**config.mk**
```make
export PLATFORM = sky130hd
export DESIGN_NAME = song_loader
export DESIGN_NICKNAME = d
export VERILOG_FILES = /design/src/rtl/song_pkg.sv /design/src/rtl/song_loader_uart_rx.sv /design/src/rtl/song_loader.sv
export SDC_FILE = /design/constraint.sdc
export NUM_CORES = 1
export LEC_CHECK = 0
export ABC_AREA = 1
export CAP_MARGIN = 10
export CORE_MARGIN = 3
export CORE_UTILIZATION = 51
export DETAILED_ROUTE_END_ITERATION = 8
export PLACE_DENSITY = 0.77
export SLEW_MARGIN = 20
export SYNTH_ARGS = -nofsm -noshare
export SYNTH_HDL_FRONTEND = slang
export SYNTH_SLANG_ARGS = --single-unit
```
**constraint.sdc**
```tcl
create_clock -name CLK -period 3.5 [get_ports CLK]
set_clock_uncertainty 0.15 [all_clocks]
set_input_delay 0.7 -clock CLK [delete_from_list [all_inputs] [get_ports CLK]]
set_output_delay 0.7 -clock CLK [all_outputs]
set_load 0.02 [all_outputs]
```
**src/rtl/song_pkg.sv**
```systemverilog
// song_pkg: shared constants, opcode helpers and loader state encoding for the song player.
package song_pkg;
    localparam logic [3:0] OP_END = 4'b0000;
    localparam logic [3:0] OP_BPM = 4'b0001;
    localparam int NOTE_BIT = 15;
    localparam int SRAM_ADDR_W = 18;
    localparam int SRAM_DATA_W = 16;
    localparam logic SRAM_INACTIVE = 1'b1;

    typedef enum logic [2:0] {
        S_IDLE, S_WAIT_HI, S_WAIT_LO, S_WR_SETUP, S_WR_PULSE, S_WR_HOLD, S_FINISHED
    } load_state_t;

    function automatic logic is_end(input logic [SRAM_DATA_W-1:0] word);
        return word[15:12] == OP_END;
    endfunction

    function automatic logic is_bpm(input logic [SRAM_DATA_W-1:0] word);
        return word[15:12] == OP_BPM;
    endfunction

    function automatic logic is_note(input logic [SRAM_DATA_W-1:0] word);
        return word[NOTE_BIT];
    endfunction
endpackage

```
**src/rtl/song_loader_uart_rx.sv**
```systemverilog
// uart_rx: 8N1 receiver with a two-flop synchronizer, mid-start-bit glitch rejection
// and stop-bit framing check; emits a one-cycle VALID or FRAME_ERR per frame.
module uart_rx #(
    parameter int CLK_HZ = 50000000,
    parameter int BAUD = 115200
) (
    input  logic       CLK,
    input  logic       RST,
    input  logic       RX,
    output logic [7:0] DATA,
    output logic       VALID,
    output logic       FRAME_ERR
);
    localparam int CPB = CLK_HZ / BAUD;
    localparam int CW = $clog2(CPB);
    localparam logic [CW-1:0] FULL = CW'(CPB - 1);
    localparam logic [CW-1:0] HALF = CW'(CPB / 2 - 1);

    typedef enum logic [1:0] {RX_IDLE, RX_START, RX_DATA, RX_STOP} rx_state_t;

    rx_state_t r_state;
    logic [2:0] r_sync;
    logic [CW-1:0] r_cnt;
    logic [2:0] r_bit;
    logic [7:0] r_shift;
    logic w_rx;

    // r_sync[1] is the synchronized line, r_sync[2] its previous value for edge detection
    assign w_rx = r_sync[1];

    always_ff @(posedge CLK or posedge RST) begin
        if (RST) begin
            r_state <= RX_IDLE;
            r_sync <= 3'b111;
            r_cnt <= '0;
            r_bit <= '0;
            r_shift <= '0;
            DATA <= '0;
            VALID <= 1'b0;
            FRAME_ERR <= 1'b0;
        end else begin
            r_sync <= {r_sync[1:0], RX};
            VALID <= 1'b0;
            FRAME_ERR <= 1'b0;
            r_cnt <= r_cnt + 1'b1;
            case (r_state)
                RX_IDLE: begin
                    r_cnt <= '0;
                    if (r_sync[2] && !w_rx) r_state <= RX_START;
                end
                RX_START: if (r_cnt == HALF) begin
                    r_cnt <= '0;
                    r_bit <= '0;
                    r_state <= w_rx ? RX_IDLE : RX_DATA;
                end
                RX_DATA: if (r_cnt == FULL) begin
                    r_cnt <= '0;
                    r_shift <= {w_rx, r_shift[7:1]};
                    r_bit <= r_bit + 1'b1;
                    if (r_bit == 3'd7) r_state <= RX_STOP;
                end
                RX_STOP: if (r_cnt == FULL) begin
                    r_state <= RX_IDLE;
                    DATA <= r_shift;
                    VALID <= w_rx;
                    FRAME_ERR <= !w_rx;
                end
                default: r_state <= RX_IDLE;
            endcase
        end
    end
endmodule

```
**src/rtl/song_loader.sv**
```systemverilog
// song_loader: receives big-endian 16-bit song words over UART and writes them to SRAM
// from address 0 until an end instruction or MAX_WORDS, then releases the bus.
module song_loader import song_pkg::*; #(
    parameter int CLK_HZ = 50000000,
    parameter int BAUD = 115200,
    parameter int MAX_WORDS = 262144
) (
    input  logic                   CLK,
    input  logic                   RST,
    input  logic                   UART_RX,
    input  logic                   START,
    output logic                   SRAM_WE,
    output logic                   SRAM_CE,
    output logic                   SRAM_OE,
    output logic                   SRAM_LB,
    output logic                   SRAM_UB,
    output logic [SRAM_ADDR_W-1:0] SRAM_A,
    output logic [SRAM_DATA_W-1:0] SRAM_DQ_OUT,
    output logic                   SRAM_DQ_OE,
    output logic                   BUSY,
    output logic                   DONE,
    output logic [SRAM_ADDR_W-1:0] WORD_COUNT,
    output logic                   ERR
);
    load_state_t r_state;
    logic r_pulse, r_we, r_ce, r_be, r_dq_oe, r_busy, r_done, r_err;
    logic [7:0] r_hi;
    logic [SRAM_ADDR_W-1:0] r_a, r_count;
    logic [SRAM_DATA_W-1:0] r_dq;
    logic [7:0] w_data;
    logic w_valid, w_frame_err, w_writing, w_full, w_last;

    uart_rx #(.CLK_HZ(CLK_HZ), .BAUD(BAUD)) u_rx (
        .CLK(CLK), .RST(RST), .RX(UART_RX),
        .DATA(w_data), .VALID(w_valid), .FRAME_ERR(w_frame_err)
    );

    assign w_writing = r_state inside {S_WR_SETUP, S_WR_PULSE, S_WR_HOLD};
    assign w_full = ({1'b0, r_count} + 19'd1) == 19'(MAX_WORDS);
    assign w_last = is_end(r_dq) || w_full;

    assign SRAM_WE = r_we;
    assign SRAM_CE = r_ce;
    assign SRAM_OE = SRAM_INACTIVE;
    assign SRAM_LB = r_be;
    assign SRAM_UB = r_be;
    assign SRAM_A = r_a;
    assign SRAM_DQ_OUT = r_dq;
    assign SRAM_DQ_OE = r_dq_oe;
    assign BUSY = r_busy;
    assign DONE = r_done;
    assign WORD_COUNT = r_count;
    assign ERR = r_err;

    always_ff @(posedge CLK or posedge RST) begin
        if (RST) begin
            r_state <= S_IDLE;
            r_pulse <= 1'b0;
            r_hi <= '0;
            r_we <= SRAM_INACTIVE;
            r_ce <= SRAM_INACTIVE;
            r_be <= SRAM_INACTIVE;
            r_a <= '0;
            r_dq <= '0;
            r_dq_oe <= 1'b0;
            r_busy <= 1'b0;
            r_done <= 1'b0;
            r_count <= '0;
            r_err <= 1'b0;
        end else if (START) begin
            r_state <= S_WAIT_HI;
            r_we <= SRAM_INACTIVE;
            r_ce <= SRAM_INACTIVE;
            r_be <= SRAM_INACTIVE;
            r_a <= '0;
            r_dq_oe <= 1'b0;
            r_busy <= 1'b1;
            r_done <= 1'b0;
            r_count <= '0;
            r_err <= 1'b0;
        end else begin
            // a byte arriving mid-write is an overrun and is dropped
            if (w_frame_err || (w_valid && w_writing)) r_err <= 1'b1;
            case (r_state)
                S_WAIT_HI: if (w_valid) begin
                    r_hi <= w_data;
                    r_state <= S_WAIT_LO;
                end
                S_WAIT_LO: if (w_valid) begin
                    r_ce <= 1'b0;
                    r_be <= 1'b0;
                    r_dq <= {r_hi, w_data};
                    r_dq_oe <= 1'b1;
                    r_state <= S_WR_SETUP;
                end
                S_WR_SETUP: begin
                    r_we <= 1'b0;
                    r_pulse <= 1'b0;
                    r_state <= S_WR_PULSE;
                end
                S_WR_PULSE: begin
                    r_pulse <= 1'b1;
                    if (r_pulse) begin
                        r_we <= SRAM_INACTIVE;
                        r_state <= S_WR_HOLD;
                    end
                end
                S_WR_HOLD: begin
                    r_dq_oe <= 1'b0;
                    r_ce <= SRAM_INACTIVE;
                    r_be <= SRAM_INACTIVE;
                    r_count <= r_count + 1'b1;
                    r_a <= w_full ? r_a : r_a + 1'b1;
                    r_state <= w_last ? S_FINISHED : S_WAIT_HI;
                    r_done <= w_last;
                    r_busy <= !w_last;
                end
                default: ;
            endcase
        end
    end
endmodule

```
==> metrics.md <==
| Metric | Value |
|---|---|
| Yosys cell types | `40` |
| Initial antenna violation count | `0` |
| Vias in the first global route | `4248` |
| Final layout net count | `715` |
| Synth Area in Compound Gates | `0.0952` |
| Pwr Density | `418 nW/um2` |
| GRT Residual Overflow | `0` |
| Fillers | `848` |
| First-pass iteration count of the detailed router | `4` |
| Final hold viol count | `0` |
| Most frequent cells in the layout | `nand2_1 (175), dfrtp_1 (100), inv_1 (69)` |
| Worst skew pair latency | `0.37 ns` |
| CP max-delay cell | `clkdlybuf4s50_1` |
| Worst-Margin Slew | `0.566 ns` |
| Adder-cell share of the synthesized area | `0.0282` |
| I/O Buffers | `63` |
| CTS max path bufs | `2` |
| Area leader, netlist | `dfrtp_1` |
| Max Cap Viol | `0` |
| CTS tree | `done` |
| Worst setup startpoint | `START` |
| Vias | `4345` |
| I/O pin count | `65` |
| Startpoint of the worst hold path | `u_rx.r_sync[0]$_DFF_PP1_` |
| H-tree levels | `3` |
| Layout cell share with drive strength beyond 1 | `0.0980` |
| Number of synthesized register bits | `105` |
| Top layer in use | `met4` |
| Routed WL | `11300 um` |
| Total Neg Setup Slack | `0 ns` |
| Largest family of logic cells by synthesized area | `simple AND/OR/NAND/NOR gates` |
| Largest net degree at the start of global routing | `82` |
| Synthesis Warnings | `0` |
| DIE WIDTH | `108 um` |
| Vert. Die Dim | `108 um` |
| Clock Pin Slew Worst Setup and Hold Paths | `0.11 ns` |
| Final antenna-violating net count | `0` |
| RSZ-0062 raised after global routing | `false` |
| Rel. slew slack | `0.622` |
| P_leak | `2.82 nW` |
| Post-synthesis sequential area ratio | `0.495` |
| DRC Markers | `0` |
| First-pass GRT wire length | `19800 um` |
| Cell area after synthesis | `5320 um2` |
| Post-Synth Simple-Gate Area | `0.264` |
| Critical Path End Type | `register` |
| Run status | `finished, final reports clean` |
| Placed insts | `821` |
| Die area | `11700 um2` |
| Row cnt | `36` |
| Syn_nets | `655` |
| Clock Sinks | `105` |
| GPL Wtd Cong | `0.893` |
| CP Cell Sequence | `clkdlybuf4s50_1, buf_4, inv_2, nand2_4, inv_2, nand2_8, nand2_1, o21ai_2` |
| Cts bufs inserted | `9` |
| DP HPWL | `8340 um` |
| Reg2reg start | `SRAM_A[0]$_DFFE_PP0P_` |
| Diode count | `0` |
| Most common library cell in the layout ignoring fill and taps | `nand2_1` |
| Met3 wire len | `390 um` |
| Syn Area/Cell | `8.33 um2` |
| Final setup viols | `0` |
| XOR/XNOR Fraction of Synth Area | `0.0362` |
| Post-synth top area share | `0.470` |
| # Post-CTS Setup Buffers | `0` |
| Startpoint Class | `primary input` |
| CP Class | `in -> reg` |
| Initial DRC count | `212` |
| GRT Util Overall | `0.209` |
| CTS Hold Bufs | `0` |
| Max VDD drop | `0.000283 V` |
| Register area | `2630 um2` |
| Core area | `9950 um2` |
| FMAX | `0.410 GHz` |
| CP dominant cell by count | `inv_2` |
| CP max stage delay | `0.42 ns` |
| Non-Filler Instances | `837` |
| Worst hold path class | `reg -> reg` |
| Worst EP arrival | `2.55 ns` |
| Area grow syn2layout | `17.6%` |
| CP top delay family | `buffers and inverters` |
| Area taken by multi-input logic gates | `2260 um2` |
| Final Core Density | `0.629` |
| Post-CTS sizing | `0` |
| Routed len/inst | `13.5 um` |
| Period utilisation layout | `0.697` |
| Synth top area cells | `dfrtp_1 (47%), nand2_1 (12%), inv_1 (4.9%)` |
| WP data required | `3.61 ns` |
| CP Buf/Inv Count | `4` |
| Worst-path maximum fanout | `25` |
| Avg Vias per Cell | `5.19` |
| Min cycle time layout | `2.44 ns` |
| WL met2 | `5600 um` |
| Post-synthesis cell count | `639` |
| M1 WL | `5180 um` |
| Mux contribution to synthesized area | `0` |
| Initial Utilization | `0.535` |
| Max-slew violations | `0` |
| CTS Root Buffer Type | `clkbuf_8` |
through the flow:
step                total power, W  instance area [um2]  worst slack, ns  hold WS (ns)
finish                     0.00262                 6260             1.06         0.213
global route               0.00277                 6260            0.962         0.219
CTS                        0.00264                 6260             1.05         0.215
detailed placement         0.00183                 6040            0.676         0.198
global placement           0.00180                 6040            0.760         0.200
floorplan                  0.00172                 5330             1.39         0.195
kinds of logic after synthesis:
group,count (synthesis)
other,1
buffers and inverters,97
XOR/XNOR,22
flip-flops,105
AND/OR/NAND/NOR,313
AO/OA/AOI/OAI,89
adder cells (fa/ha/maj),12
worst reg2reg max path: stages, from the launching register on:
cell and delay, ns:
dfrtp_1 0.54, ha_1 0.32, nand3_1 0.20, nor3_1 0.36
nand3_1 0.12, nand2_1 0.08, nand3_1 0.06, o21ai_1 0.15
registers in the layout, summed over array words and instances, names as in the netlist, named ones only:
register,count
BUSY,1
DONE,1
ERR,1
SRAM_A,18
SRAM_DQ_OE,1
SRAM_DQ_OUT,16
SRAM_LB,1
SRAM_WE,1
WORD_COUNT,18
r_hi,8
r_pulse,1
r_state,3
u_rx.DATA,8
u_rx.FRAME_ERR,1
u_rx.VALID,1
u_rx.r_bit,3
u_rx.r_cnt,9
u_rx.r_shift,8
u_rx.r_state,1
u_rx.r_sync,3
cells in the mapped netlist, drive strengths merged:
library cell / n
nand3: 42
clkinv: 1
a21oi: 6
nand3b: 5
inv: 80
nand2: 184
dfrtp: 100
conb: 1
nand4: 14
or2: 5
nor3b: 1
a22o: 1
buf: 12
ha: 12
dfstp: 5
o21ai: 71
o22ai: 6
clkbuf: 4
xor2: 22
o211ai: 1
a31o: 3
nor3: 9
nor2: 53
o21a: 1
metal layers:
metal / up-vias / GRT usage
li1: 2160 / -
met1: 2091 / 0.270
met2: 82 / 0.357
met3: 12 / 0.0442
met4: 0 / 0.0550
met5: - / 0
path summary, 6_finish.rpt:
path                                         endpoint  slack [ns]  cells after the start
setup / recovery           SRAM_DQ_OUT[0]$_DFFE_PP0P_        1.06                      8
hold / removal               u_rx.r_sync[1]$_DFF_PP1_        0.21                      0
setup reg to reg               SRAM_A[14]$_DFFE_PP0P_        1.45                      7
hold reg to reg              u_rx.r_sync[1]$_DFF_PP1_        0.21                      0
max in group asynchronous         SRAM_WE$_DFFE_PP1P_        1.81                      3
min in group asynchronous  WORD_COUNT[11]$_DFFE_PP0N_        0.57                      2
layout make-up:
type | instances | share of cell area
flip-flops and latches | 105 | 0.421
multi-input cells | 437 | 0.361
repair buffers | 65 | 0.105
inverters | 81 | 0.0508
well taps | 133 | 0.0266
clock buffers | 9 | 0.0198
clock inverters | 7 | 0.0156
report_power, final:
group,switching (W),total (W),internal (W)
sequential,0.0000578,0.00133,0.00127
combinational,0.000320,0.000475,0.000155
clock,0.000458,0.000810,0.000352
(Power assumes the default switching activity.)
